**src/rtl/multicycle_ctrl.sv**
```systemverilog
// Multi-cycle RV32 subset controller: fetch/decode/exec/mem/writeback sequencing.
// Define MC_MEM_TIMEOUT_EN to trap after 16 consecutive not-ready memory wait cycles.
//   state  | meaning
//   FETCH  | request instruction, latch IR and bump PC on imem_ready
//   DECODE | register instruction class and ALU op, trap if illegal
//   EXEC   | drive ALU, resolve BEQ
//   MEM    | hold load/store strobe until dmem_ready
//   WB     | register file write
//   TRAP   | absorbing fault state, left only by rst
module multicycle_ctrl (
  input  logic        clk,
  input  logic        rst,
  input  logic [6:0]  opcode,
  input  logic [2:0]  funct3,
  input  logic [6:0]  funct7,
  input  logic        zero,
  input  logic        imem_ready,
  input  logic        dmem_ready,
  output logic        imem_req,
  output logic        ir_write,
  output logic        pc_inc,
  output logic        reg_write,
  output logic        mem_write,
  output logic        mem_read,
  output logic        load_from_dm,
  output logic [2:0]  ALU_op,
  output logic        branch_taken,
  output logic        trap,
  output logic [2:0]  state,
  output logic [15:0] retire_cnt
);

  localparam logic [2:0] FETCH  = 3'd0;
  localparam logic [2:0] DECODE = 3'd1;
  localparam logic [2:0] EXEC   = 3'd2;
  localparam logic [2:0] MEM    = 3'd3;
  localparam logic [2:0] WB     = 3'd4;
  localparam logic [2:0] TRAP   = 3'd5;

  localparam logic [2:0] CL_NONE = 3'd0;
  localparam logic [2:0] CL_ALU  = 3'd1;
  localparam logic [2:0] CL_LW   = 3'd2;
  localparam logic [2:0] CL_SW   = 3'd3;
  localparam logic [2:0] CL_BEQ  = 3'd4;

  logic [2:0]  state_q, state_d;
  logic [2:0]  class_q, class_d;
  logic [2:0]  alu_op_q, alu_op_d;
  logic [15:0] retire_cnt_q, retire_cnt_d;
  logic [2:0]  dec_class;
  logic [2:0]  dec_alu;
  logic        dec_legal;
  logic        wait_expired;

  always_comb begin
    dec_legal = 1'b0;
    dec_class = CL_NONE;
    dec_alu   = 3'b000;
    case (opcode)
      7'b0110011: begin
        if (funct7 == 7'b0000000) begin
          dec_legal = 1'b1;
          dec_class = CL_ALU;
          case (funct3)
            3'b000:  dec_alu = 3'b000;
            3'b001:  dec_alu = 3'b110;
            3'b010:  dec_alu = 3'b011;
            3'b011:  dec_alu = 3'b011;
            3'b100:  dec_alu = 3'b101;
            3'b101:  dec_alu = 3'b111;
            3'b110:  dec_alu = 3'b010;
            default: dec_alu = 3'b100;
          endcase
        end else if (funct7 == 7'b0100000 && funct3 == 3'b000) begin
          dec_legal = 1'b1;
          dec_class = CL_ALU;
          dec_alu   = 3'b001;
        end
      end
      7'b0010011: begin
        dec_class = CL_ALU;
        case (funct3)
          3'b000:  begin dec_legal = 1'b1; dec_alu = 3'b000; end
          3'b110:  begin dec_legal = 1'b1; dec_alu = 3'b010; end
          3'b010:  begin dec_legal = 1'b1; dec_alu = 3'b011; end
          default: dec_legal = 1'b0;
        endcase
      end
      7'b0000011: begin dec_legal = 1'b1; dec_class = CL_LW; end
      7'b0100011: begin dec_legal = 1'b1; dec_class = CL_SW; end
      7'b1100011: begin
        dec_legal = (funct3 == 3'b000);
        dec_class = CL_BEQ;
        dec_alu   = 3'b001;
      end
      default: dec_legal = 1'b0;
    endcase
    if (!dec_legal) dec_class = CL_NONE;
  end

`ifdef MC_MEM_TIMEOUT_EN
  logic [3:0] wait_cnt_q, wait_cnt_d;
  logic       waiting;

  always_comb begin
    waiting      = (state_q == FETCH && !imem_ready) || (state_q == MEM && !dmem_ready);
    wait_expired = waiting && (wait_cnt_q == 4'd15);
    // any exit from the wait (ready, timeout) restarts the count
    wait_cnt_d   = (waiting && !wait_expired) ? wait_cnt_q + 4'd1 : 4'd0;
  end

  always_ff @(posedge clk) begin
    if (rst) wait_cnt_q <= 4'd0;
    else     wait_cnt_q <= wait_cnt_d;
  end
`else
  assign wait_expired = 1'b0;
`endif

  always_comb begin
    state_d      = state_q;
    class_d      = class_q;
    alu_op_d     = alu_op_q;
    retire_cnt_d = retire_cnt_q;
    case (state_q)
      FETCH: begin
        if (imem_ready)        state_d = DECODE;
        else if (wait_expired) state_d = TRAP;
      end
      DECODE: begin
        class_d  = dec_class;
        alu_op_d = dec_alu;
        state_d  = dec_legal ? EXEC : TRAP;
      end
      EXEC: begin
        case (class_q)
          CL_ALU:        state_d = WB;
          CL_LW, CL_SW:  state_d = MEM;
          CL_BEQ: begin
            state_d      = FETCH;
            retire_cnt_d = retire_cnt_q + 16'd1;
          end
          default:       state_d = TRAP;
        endcase
      end
      MEM: begin
        if (dmem_ready) begin
          if (class_q == CL_LW) begin
            state_d = WB;
          end else begin
            state_d      = FETCH;
            retire_cnt_d = retire_cnt_q + 16'd1;
          end
        end else if (wait_expired) begin
          state_d = TRAP;
        end
      end
      WB: begin
        state_d      = FETCH;
        retire_cnt_d = retire_cnt_q + 16'd1;
      end
      TRAP:    state_d = TRAP;
      default: state_d = TRAP;
    endcase
  end

  always_ff @(posedge clk) begin
    if (rst) begin
      state_q      <= FETCH;
      class_q      <= CL_NONE;
      alu_op_q     <= 3'b000;
      retire_cnt_q <= 16'd0;
    end else begin
      state_q      <= state_d;
      class_q      <= class_d;
      alu_op_q     <= alu_op_d;
      retire_cnt_q <= retire_cnt_d;
    end
  end

  // strobes are forced low while rst is held so nothing fires during reset
  always_comb begin
    imem_req     = 1'b0;
    ir_write     = 1'b0;
    pc_inc       = 1'b0;
    reg_write    = 1'b0;
    mem_write    = 1'b0;
    mem_read     = 1'b0;
    load_from_dm = 1'b0;
    ALU_op       = 3'b000;
    branch_taken = 1'b0;
    trap         = 1'b0;
    if (!rst) begin
      case (state_q)
        FETCH: begin
          imem_req = 1'b1;
          ir_write = imem_ready;
          pc_inc   = imem_ready;
        end
        EXEC: begin
          ALU_op       = alu_op_q;
          branch_taken = (class_q == CL_BEQ) && zero;
        end
        MEM: begin
          ALU_op    = alu_op_q;
          mem_read  = (class_q == CL_LW);
          mem_write = (class_q == CL_SW);
        end
        WB: begin
          ALU_op       = alu_op_q;
          reg_write    = 1'b1;
          load_from_dm = (class_q == CL_LW);
        end
        TRAP:    trap = 1'b1;
        default: trap = 1'b0;
      endcase
    end
  end

  assign state      = state_q;
  assign retire_cnt = retire_cnt_q;

endmodule

```
**config.mk**
```make
export PLATFORM = sky130hd
export DESIGN_NAME = multicycle_ctrl
export DESIGN_NICKNAME = d
export VERILOG_FILES = /design/src/rtl/multicycle_ctrl.sv
export SDC_FILE = /design/constraint.sdc
export NUM_CORES = 1
export LEC_CHECK = 0
export BUFFER_PORTS_ARGS = -buffer_cell sky130_fd_sc_hd__buf_4
export CORE_ASPECT_RATIO = 1.4
export CORE_MARGIN = 2
export CORE_UTILIZATION = 57
export CTS_BUF_LIST = sky130_fd_sc_hd__clkbuf_2 sky130_fd_sc_hd__clkbuf_4 sky130_fd_sc_hd__clkbuf_8
export DETAILED_ROUTE_END_ITERATION = 8
export GPL_TIMING_DRIVEN = 0
export HOLD_SLACK_MARGIN = 0.12
export PLACE_DENSITY = 0.87
export SYNTH_ARGS = -nofsm -noshare
export SYNTH_HDL_FRONTEND = slang
export SYNTH_SLANG_ARGS = --single-unit
```
**constraint.sdc**
```tcl
create_clock -name clk -period 2.68 [get_ports clk]
set_input_delay 0.134 -clock clk [delete_from_list [all_inputs] [get_ports clk]]
set_output_delay 0.134 -clock clk [all_outputs]
set_load 0.05 [all_outputs]
```
==> flow_summary_export.csv <==
group,metric,value,unit
grt,antenna_found_initial,0,
layout,fin_util,77.2,%
detailed_routing,viasPerCell,6.30,
power,powerDensity,403,nW/µm²
yosys,synth.most_common_cell,"dfxtp_1",
sta,worst_pin_slew,589,ps
die,initial_core_util,60.0,%
power,total_power,895,µW
critical_path,rrSetupSlack,670,ps
yosys,yosysWarnings,0,
clock_network,htreeDepth,1,
outcome,status,"finished, final reports clean",
yosys,synth_top_cell_area_share,29.0,%
layout,ff_latch_area,500,µm²
clock_network,clock-sinks,25,
layout,design_area,2220,µm²
sta,slew_headroom,60.4,%
critical_path,r2r_cells,7,
clock_network,cts_tree,"done",
yosys,ys_top_cells_by_count,"dfxtp_1 (25), nor2_1 (17), a21oi_1 (15)",
power,peakVddDrop,280,µV
place,portBuffers,51,
critical_path,crit_fanout,10,
place,place_area,2170,µm²
detailed_routing,drc,0,
detailed_routing,firstDrtPassIters,4,
detailed_routing,ant_nets,0,
sta,setup_slack,672,ps
critical_path,critical_path_required,2880,ps
grt,grtUsageTotal,26.3,%
clock_network,hold_buffers,0,
grt,grt_max_degree,15,
critical_path,arrival,2210,ps
yosys,synthCells,219,
die,rows,23,
die,core,2880,µm²
die,die_area,3490,µm²
sta,skew,4.81,ps
detailed_routing,wirelength,4.54,mm
detailed_routing,vias,1958,
yosys,yosys-top-cells-area,"dfxtp_1 (29%), o31ai_1 (5.2%), a21oi_1 (4.3%)",
detailed_routing,routedWlPerCell,14.6,µm
hold_path,hold_class,"input port to flip-flop",
die,chipWidth,50.5,µm
critical_path,crit_path_end_kind,"flip-flop",
clock_network,cts_resized,0,
critical_path,path_class,"flip-flop to flip-flop",
die,die_h,69.1,µm
layout,antenna_cells,0,
sta,post-route-period-util,74.9,%
yosys,synth_top_area_cell,"dfxtp_1",
clock_network,cts_setup_buffers,0,
sta,finalSetupViolCount,0,
yosys,syn_area,1730,µm²
yosys,synth-seq-cells,25,
layout,nNetsFinal,298,
critical_path,r2r_end,"retire_cnt[1]",
yosys,synth_flop_cell,"dfxtp_1",
layout,drive_gt1_share,28.1,%
hold_path,hold-path-endpoint,"state[1]",
yosys,async_flop_share,0,%
place,post-place-cells,307,
place,hpwlAfterDp,3.49,mm
critical_path,r2r_start,"state[0]",
yosys,synth-edff-count,0,
critical_path,start_kind,"flip-flop",
layout,multi_input_area,1140,µm²
detailed_routing,first_iter_violations,84,
clock_network,worstSkewPairLatency,270,ps
grt,grt_pass1_wl,7.44,mm
sta,tns,0,ps
layout,synthToLayoutAreaGrowth,28.6,%
layout,fin_cells,311,
place,pre_cts_ws,692,ps
clock_network,clockRootBuffer,"clkbuf_8",
layout,nFillCells,233,
sta,drv_slew,0,
sta,fin_crit,2010,ps
sta,finalHoldViolCount,0,
place,place_congestion,0.861,
yosys,synth_cell_types,50,
yosys,yosysSeqAreaShare,29.0,%
clock_network,cts_buffers,3,
sta,rsz0062_at_grt,"false",
sta,max_freq,498,MHz
run,drv_cap,0,
clock_network,cts_buffer_depth,2,
sta,holdWs,194,ps
hold_path,whs_path_depth,3,
hold_path,hp-start,"dmem_ready",
yosys,syn-num-nets,242,
grt,grt-ovfl-total,0,
power,cellLeakagePower,0.842,nW
clock_network,clk_pin_slew_worst_paths,90,ps
yosys,avgSynthCellArea,7.88,µm²
die,io-pin-count,53,
grt,grt_pass1_vias,1746,
[layout make-up]
type	count	area share, %
buffer	18	3.61
clock buffer	3	1.86
clock inverter	1	0.225
inverter	7	1.18
multi-input combinational	169	51.3
sequential	25	22.5
tap	37	2.08
timing repair buffer	51	17.2
[worst max-delay path: stages, from the launching register on]
cell       delay, ps
dfxtp_1          350
buf_2            200
nand4bb_1        180
a21oi_2          390
buf_2            290
buf_2            250
o21ai_0          110
a21oi_1          160
[how the worst max path moves through the flow]
stage	slack [ps]	startpoint	end	cells past startpoint
after floorplan	-240	state[0]	pc_inc	5
after global placement	670	state[2]	retire_cnt[15]	6
after detailed placement	690	state[2]	retire_cnt[13]	6
after CTS	680	state[2]	retire_cnt[13]	6
after global routing	470	state[0]	retire_cnt[0]	7
final	670	state[0]	retire_cnt[1]	7
[registers in the layout, summed over array words and instances, names as in the netlist]
register    flops
retire_cnt     16
class_q         3
state           3
alu_op_q        3
[layer usage]
metal	wire length [µm]	vias to the layer above	global-route usage, %
met5	0	-	0
met1	1740	929	28.2
met2	2480	73	49.9
met3	220	11	2.60
li1	-	945	-
met4	99	0	11.7
[cell usage in the layout, fill, tap and decap left out, types with 4 or more instances in the layout]
cell | synthesis | layout
and3_1 | 4 | 4
dfxtp_1 | 25 | 25
inv_1 | 7 | 7
o21ai_0 | 6 | 6
nor3b_1 | 6 | 6
nor3_1 | 4 | 4
mux2_2 | 5 | 5
nand2_1 | 14 | 14
o31ai_1 | 12 | 12
buf_4 | 1 | 52
nor2_1 | 17 | 17
a21oi_1 | 15 | 15
nor2b_1 | 9 | 9
and2_1 | 4 | 4
nand2b_1 | 5 | 5
buf_2 | 7 | 7
nand3_1 | 7 | 7
or4_1 | 10 | 10
clkbuf_1 | 10 | 10
[report_power, final]
part | total [mW] | internal, mW | switching [mW]
sequential | 0.386 | 0.380 | 0.00606
combinational | 0.279 | 0.0997 | 0.180
clock | 0.230 | 0.104 | 0.126
total | 0.895 | 0.584 | 0.312
[cell families (layout without fill, tap and decap cells)]
| group | Yosys count | count (layout) | synth area share, % |
|---|---|---|---|
| adders and majority gates | 1 | 1 | 0.725 |
| DFF | 25 | 25 | 29.0 |
| AOI/OAI and AO/OA | 55 | 55 | 22.5 |
| xor gates and xnor gates | 1 | 1 | 0.507 |
| buffers and inverters | 25 | 80 | 6.16 |
| and+or+nand+nor | 107 | 107 | 37.8 |
| muxes | 5 | 5 | 3.26 |
Power figures use the tool's default switching activity.
